`config.mk`:
```
export PLATFORM = sky130hd
export DESIGN_NAME = mem_wb_stage
export DESIGN_NICKNAME = d
export VERILOG_FILES = /design/src/rtl/riscv_pkg.sv /design/src/rtl/load_extend.sv /design/src/rtl/mem_wb_stage.sv
export SDC_FILE = /design/constraint.sdc
export NUM_CORES = 1
export LEC_CHECK = 0
export BUFFER_PORTS_ARGS = -buffer_cell sky130_fd_sc_hd__buf_4
export CELL_PAD_IN_SITES_DETAIL_PLACEMENT = 2
export CELL_PAD_IN_SITES_GLOBAL_PLACEMENT = 2
export CORE_MARGIN = 1
export CORE_UTILIZATION = 27
export CTS_BUF_LIST = sky130_fd_sc_hd__clkbuf_4 sky130_fd_sc_hd__clkbuf_8
export DETAILED_ROUTE_END_ITERATION = 10
export PLACE_DENSITY = 0.91
export SETUP_SLACK_MARGIN = 0.15
export SYNTH_ARGS = -nofsm -noshare
export SYNTH_HDL_FRONTEND = slang
export SYNTH_SLANG_ARGS = --single-unit
```
`constraint.sdc`:
```
create_clock -name clk -period 2.67 [get_ports clk]
set_input_delay 0.534 -clock clk [delete_from_list [all_inputs] [get_ports clk]]
set_output_delay 0.534 -clock clk [all_outputs]
set_load 0.01 [all_outputs]
```
`src/rtl/riscv_pkg.sv`:
```
// Shared RISC-V core constants: datapath width, write-back result selects,
// load funct3 codes and the MEM/WB register bundle.
package riscv_pkg;

   localparam int XLEN = 64;

   localparam logic [1:0] RES_ALU  = 2'b00;
   localparam logic [1:0] RES_LOAD = 2'b01;
   localparam logic [1:0] RES_PC4  = 2'b10;

   localparam logic [2:0] F3_LB  = 3'b000;
   localparam logic [2:0] F3_LH  = 3'b001;
   localparam logic [2:0] F3_LW  = 3'b010;
   localparam logic [2:0] F3_LD  = 3'b011;
   localparam logic [2:0] F3_LBU = 3'b100;
   localparam logic [2:0] F3_LHU = 3'b101;
   localparam logic [2:0] F3_LWU = 3'b110;

   typedef struct packed {
      logic            valid;
      logic [4:0]      rd;
      logic [XLEN-1:0] data;
      logic            reg_write;
      logic            load_fault;
   } wb_bundle_t;

endpackage

```
`src/rtl/load_extend.sv`:
```
// Load lane extraction: shifts the aligned doubleword down by the byte offset,
// then sign/zero-extends to XLEN and flags misaligned or illegal load codes.
module load_extend
   import riscv_pkg::*;
(
   input  logic [XLEN-1:0] read_data,
   input  logic [2:0]      funct3,
   input  logic [2:0]      off,
   output logic [XLEN-1:0] load_value,
   output logic            fault
);

   logic [XLEN-1:0] shifted;

   // Little-endian: byte at address offset 'off' lands in bits [7:0].
   assign shifted = read_data >> {off, 3'b000};

   always_comb begin
      load_value = '0;
      fault      = 1'b0;
      case (funct3)
         F3_LB:  load_value = {{(XLEN-8){shifted[7]}}, shifted[7:0]};
         F3_LBU: load_value = {{(XLEN-8){1'b0}}, shifted[7:0]};
         F3_LH: begin
            load_value = {{(XLEN-16){shifted[15]}}, shifted[15:0]};
            fault      = off[0];
         end
         F3_LHU: begin
            load_value = {{(XLEN-16){1'b0}}, shifted[15:0]};
            fault      = off[0];
         end
         F3_LW: begin
            load_value = {{(XLEN-32){shifted[31]}}, shifted[31:0]};
            fault      = |off[1:0];
         end
         F3_LWU: begin
            load_value = {{(XLEN-32){1'b0}}, shifted[31:0]};
            fault      = |off[1:0];
         end
         F3_LD: begin
            load_value = shifted;
            fault      = |off;
         end
         default: fault = 1'b1;
      endcase
   end

endmodule

```
`src/rtl/mem_wb_stage.sv`:
```
// MEM/WB pipeline register with load extraction and write-back select; drives
// the register file write port. Optional retire counter: MEM_WB_RETIRE_CNT_EN.
module mem_wb_stage #(
   parameter int XLEN = 64
) (
   input  logic                   clk,
   input  logic                   reset,
   input  logic                   stall,
   input  logic                   flush,
   input  logic                   mem_valid,
   input  logic [4:0]             mem_rd,
   input  logic                   mem_reg_write,
   input  logic [1:0]             mem_result_sel,
   input  logic [XLEN-1:0]        mem_alu_result,
   input  logic [XLEN-1:0]        mem_pc_plus4,
   input  logic [XLEN-1:0]        mem_read_data,
   input  logic [2:0]             mem_funct3,
   output logic                   wb_valid,
   output logic [4:0]             wb_rd,
   output logic signed [XLEN-1:0] wb_write_data,
   output logic                   wb_reg_write,
   output logic                   wb_load_fault
`ifdef MEM_WB_RETIRE_CNT_EN
   ,
   output logic [63:0]            retire_count
`endif
);

   // Only XLEN = 64 is supported; the load extender is sized by the package.
   logic [XLEN-1:0]        load_value;
   logic                   load_fault_raw;
   logic                   is_load;
   riscv_pkg::wb_bundle_t  wb_next;
   riscv_pkg::wb_bundle_t  wb_reg;

   load_extend u_load_extend (
      .read_data  (mem_read_data),
      .funct3     (mem_funct3),
      .off        (mem_alu_result[2:0]),
      .load_value (load_value),
      .fault      (load_fault_raw)
   );

   always_comb begin
      is_load            = (mem_result_sel == riscv_pkg::RES_LOAD);
      wb_next.valid      = mem_valid;
      wb_next.rd         = mem_rd;
      wb_next.load_fault = mem_valid & is_load & load_fault_raw;
      case (mem_result_sel)
         riscv_pkg::RES_LOAD: wb_next.data = load_value;
         riscv_pkg::RES_PC4:  wb_next.data = mem_pc_plus4;
         default:             wb_next.data = mem_alu_result;
      endcase
      // Write enable is resolved here so the register file sees a clean flop.
      wb_next.reg_write = mem_valid & mem_reg_write & (mem_rd != 5'd0)
                          & ~wb_next.load_fault;
   end

   always_ff @(posedge clk or posedge reset) begin
      if (reset) begin
         wb_reg <= '0;
      end else if (flush) begin
         // Bubble: data and rd are left as they were.
         wb_reg.valid      <= 1'b0;
         wb_reg.reg_write  <= 1'b0;
         wb_reg.load_fault <= 1'b0;
      end else if (!stall) begin
         wb_reg <= wb_next;
      end
   end

   assign wb_valid      = wb_reg.valid;
   assign wb_rd         = wb_reg.rd;
   assign wb_write_data = wb_reg.data;
   assign wb_reg_write  = wb_reg.reg_write;
   assign wb_load_fault = wb_reg.load_fault;

`ifdef MEM_WB_RETIRE_CNT_EN
   logic [63:0] retire_count_reg;

   always_ff @(posedge clk or posedge reset) begin
      if (reset) begin
         retire_count_reg <= '0;
      end else if (mem_valid && !stall && !flush) begin
         retire_count_reg <= retire_count_reg + 64'd1;
      end
   end

   assign retire_count = retire_count_reg;
`endif

endmodule

```
==> run metrics <==
status completed; Setup Buffers After CTS 0; # H-tree levels 3; TritonCTS clock tree built; final antenna diode count 0; Critical-path top delay cell sky130_fd_sc_hd__a211o_2; starting DRC count in detailed routing 384; primary flip-flop cell chosen by synthesis mapping sky130_fd_sc_hd__dfrtp_1; Yosys top cell by area sky130_fd_sc_hd__dfrtp_1; cell area after layout 0.008815 mm2; total of buffers placed on input and output ports 279; power density cells 450.6 mW/mm2; area inside the core boundary 0.02271 mm2; count of cells along the worst register-to-register path 3; maximum clock path buffer count 2; FFs w/ async S/R, synth 100.0%; Total GRT Usage 26.73%; clock input transition at the sequential cells of the worst setup and hold paths 70 ps; total congestion overflow after global routing 0; top-level I/O count 280; area of all sequential standard cells 0.001802 mm2; unrepaired setup endpoints after global routing false; routability congestion estimate from global placement 0.9113; maximum fanout along the worst path 32; total count of hold-check failures in the final report 0; headroom to the max-slew limit 32.16%; number of fill cells 2,562; type of element capturing the critical path flop; Data required, critical path 2940 ps; Post-layout nets 1,160; warning count from the yosys run 0; peak supply drop 186.9 uV; via count of the first global-routing pass 7,866; initial antenna violation count 1; Inserted Clock Buffers 9; Remaining DRCs 0; Setup TNS Final 0 ps; top cells by area, synth sky130_fd_sc_hd__dfrtp_1 (29%), sky130_fd_sc_hd__mux2i_1 (12%), sky130_fd_sc_hd__o21ai_0 (8.9%); number of endpoints failing setup at the final stage 0; routed length per instance 25.70 um; detailed route wirelength on metal2 15.43 mm; maximum cell stage delay along the critical path 540 ps; Logic pwr share 41.7%; count of TritonRoute iterations in the first routing pass 4; number of synthesized flops with an enable pin 0; share of Yosys cell area claimed by the top area cell type 28.81%; count of buffering cells on the critical path with inverters included 1; synthesized netlist net count 924; Top Layer Used met5; Avg Vias per Cell 5.814; fraction of the cycle the final worst path needs 86.41%; mean cell area of the mapped netlist 8.758 um2; Post-DP HPWL 24.83 mm; cell types with the highest counts after synthesis sky130_fd_sc_hd__o21ai_0 (111), sky130_fd_sc_hd__mux2i_1 (73), sky130_fd_sc_hd__dfrtp_1 (72); Cells after Synth 714; Hold WC Path Type primary input to asynchronous set/reset pin; Final ANT Viol Nets 0; vias after detailed routing 7,209; share of final-layout standard cells stronger than drive strength 1 40.42%; FF-to-FF Start wb_write_data[47]; Achievable Freq 433.5 MHz; clock latency reported for the late side of the worst-skew pair 380 ps; Switching Fraction 36.27%; Multi-input gate area 0.004086 mm2; Starting Density 27.54%; share of power burned in registers 35.0%; die extent in y 154.2 um; cell area after placement 0.008618 mm2; largest net degree at the start of global routing 76; area growth from synthesis to final layout 40.96%; worst-case register-to-register setup slack 1610 ps; post-synthesis sequential area ratio 28.81%; max-slew violations 0; Netlist cell types 55; number of gates resized after cts 0; wire length on met3 2.306 mm; full die area 0.02377 mm2; worst clock skew 0 ps; Synth Register Bits 72; number of sinks handled by clock tree synthesis 72; time the final worst path needs with I/O delays and setup 2307 ps; Psw 1.441 mW; P_int 2.531 mW; Clk pwr share 23.3%; slew at the pin closest to its max-slew limit 1015 ps; most used standard cell by instance count after synthesis sky130_fd_sc_hd__o21ai_0; crit-path cells buf_4 -> mux2i_1 -> o221ai_1 -> and4_1 -> a211o_2 -> o221a_2; Static Leak 3.831 nW; M1 WL 13.20 mm; Max-cap violations 0; arrival time worst endpoint 2570 ps; wire length of the first global-routing pass 48.00 mm; WL final 31.87 mm; cell class contributing the biggest share of worst-path delay compound AO/OA/AOI/OAI gates; cell area after technology mapping 0.006253 mm2; die width 154.2 um; root buffer selected by CTS sky130_fd_sc_hd__clkbuf_8; Critical R2R Capture wb_write_data[47]; standard-cell rows 55; startpoint-to-endpoint class of the critical path primary input to flop; Post-CTS Hold Fix Bufs 0; type of origin of the critical path primary input
-- sequential cells by signal (all words and copies together), names as in the netlist --
register	cells
wb_write_data	64
wb_reg_write	1
wb_load_fault	1
wb_valid	1
wb_rd	5
-- per-layer routing --
layer | track usage (%) | up-vias
met3 | 7.005 | 48
met2 | 46.21 | 289
li1 | - | 3261
met1 | 32.06 | 3609
met4 | 8.952 | 2
met5 | 0 | -
-- area by class of cell --
| class | count | share of cell area, % |
|---|---|---|
| multi-input combinational | 559 | 46.36 |
| timing repair buffer | 304 | 26.74 |
| sequential | 72 | 20.44 |
| tap | 285 | 4.045 |
| clock buffer | 13 | 1.746 |
| clock inverter | 3 | 0.4826 |
| inverter | 4 | 0.1845 |
-- logic make-up after synthesis --
| logic type | share of synthesized area [%] |
|---|---|
| buffers and inverters | 6.122 |
| adders and majority gates | 0.4001 |
| and+or+nand+nor | 11.58 |
| DFF | 28.81 |
| AOI/OAI and AO/OA | 34.91 |
| muxes | 18.17 |
-- how the worst max path moves through the flow --
stage / cells after the start / end / slack (ps) / startpoint
2_1_floorplan: 1 / wb_load_fault / 310 / reset
3_3_place_gp: 8 / wb_write_data[7] / 130 / mem_result_sel[1]
3_5_place_dp: 6 / wb_write_data[61] / -10 / mem_alu_result[1]
4_1_cts: 6 / wb_write_data[61] / 400 / mem_alu_result[1]
5_1_grt: 6 / wb_write_data[61] / 310 / mem_alu_result[1]
6_report: 6 / wb_write_data[61] / 360 / mem_alu_result[1]
-- metrics by stage --
stage          hold slack (ps)  cells  total power [mW]  setup WS [ps]  util (%)
3_3_place_gp             459.2   1224             3.003          131.0     37.95
5_1_grt                  233.1   1240             4.168          313.7     38.82
6_report                 206.7   1240             3.972          363.0     38.82
4_1_cts                  217.0   1240             3.999          395.0     38.82
2_1_floorplan            513.9    714             2.164          311.1         -
3_5_place_dp             481.9   1224             3.063         -10.52     37.95
-- placed cells by master, fill, tap and decap left out, types with 22 or more instances in the layout --
cell type                  instances
sky130_fd_sc_hd__o221a_1          24
sky130_fd_sc_hd__mux2_2           24
sky130_fd_sc_hd__nand2_1          47
sky130_fd_sc_hd__nor2_1           52
sky130_fd_sc_hd__mux2i_1          73
sky130_fd_sc_hd__a21oi_1          25
sky130_fd_sc_hd__dfrtp_1          72
sky130_fd_sc_hd__buf_4           298
sky130_fd_sc_hd__o21ai_0         111
sky130_fd_sc_hd__a221oi_1         32
sky130_fd_sc_hd__o22ai_1          22
-- power groups by stage --
stage / Clock (mW) / Sequential, mW / Combinational, mW
floorplan: 0 / 1.46 / 0.708
global placement: 0 / 1.41 / 1.60
detailed placement: 0 / 1.40 / 1.66
CTS: 0.943 / 1.39 / 1.66
global route: 0.982 / 1.41 / 1.77
finish: 0.925 / 1.39 / 1.66
(Power assumes the default switching activity.)
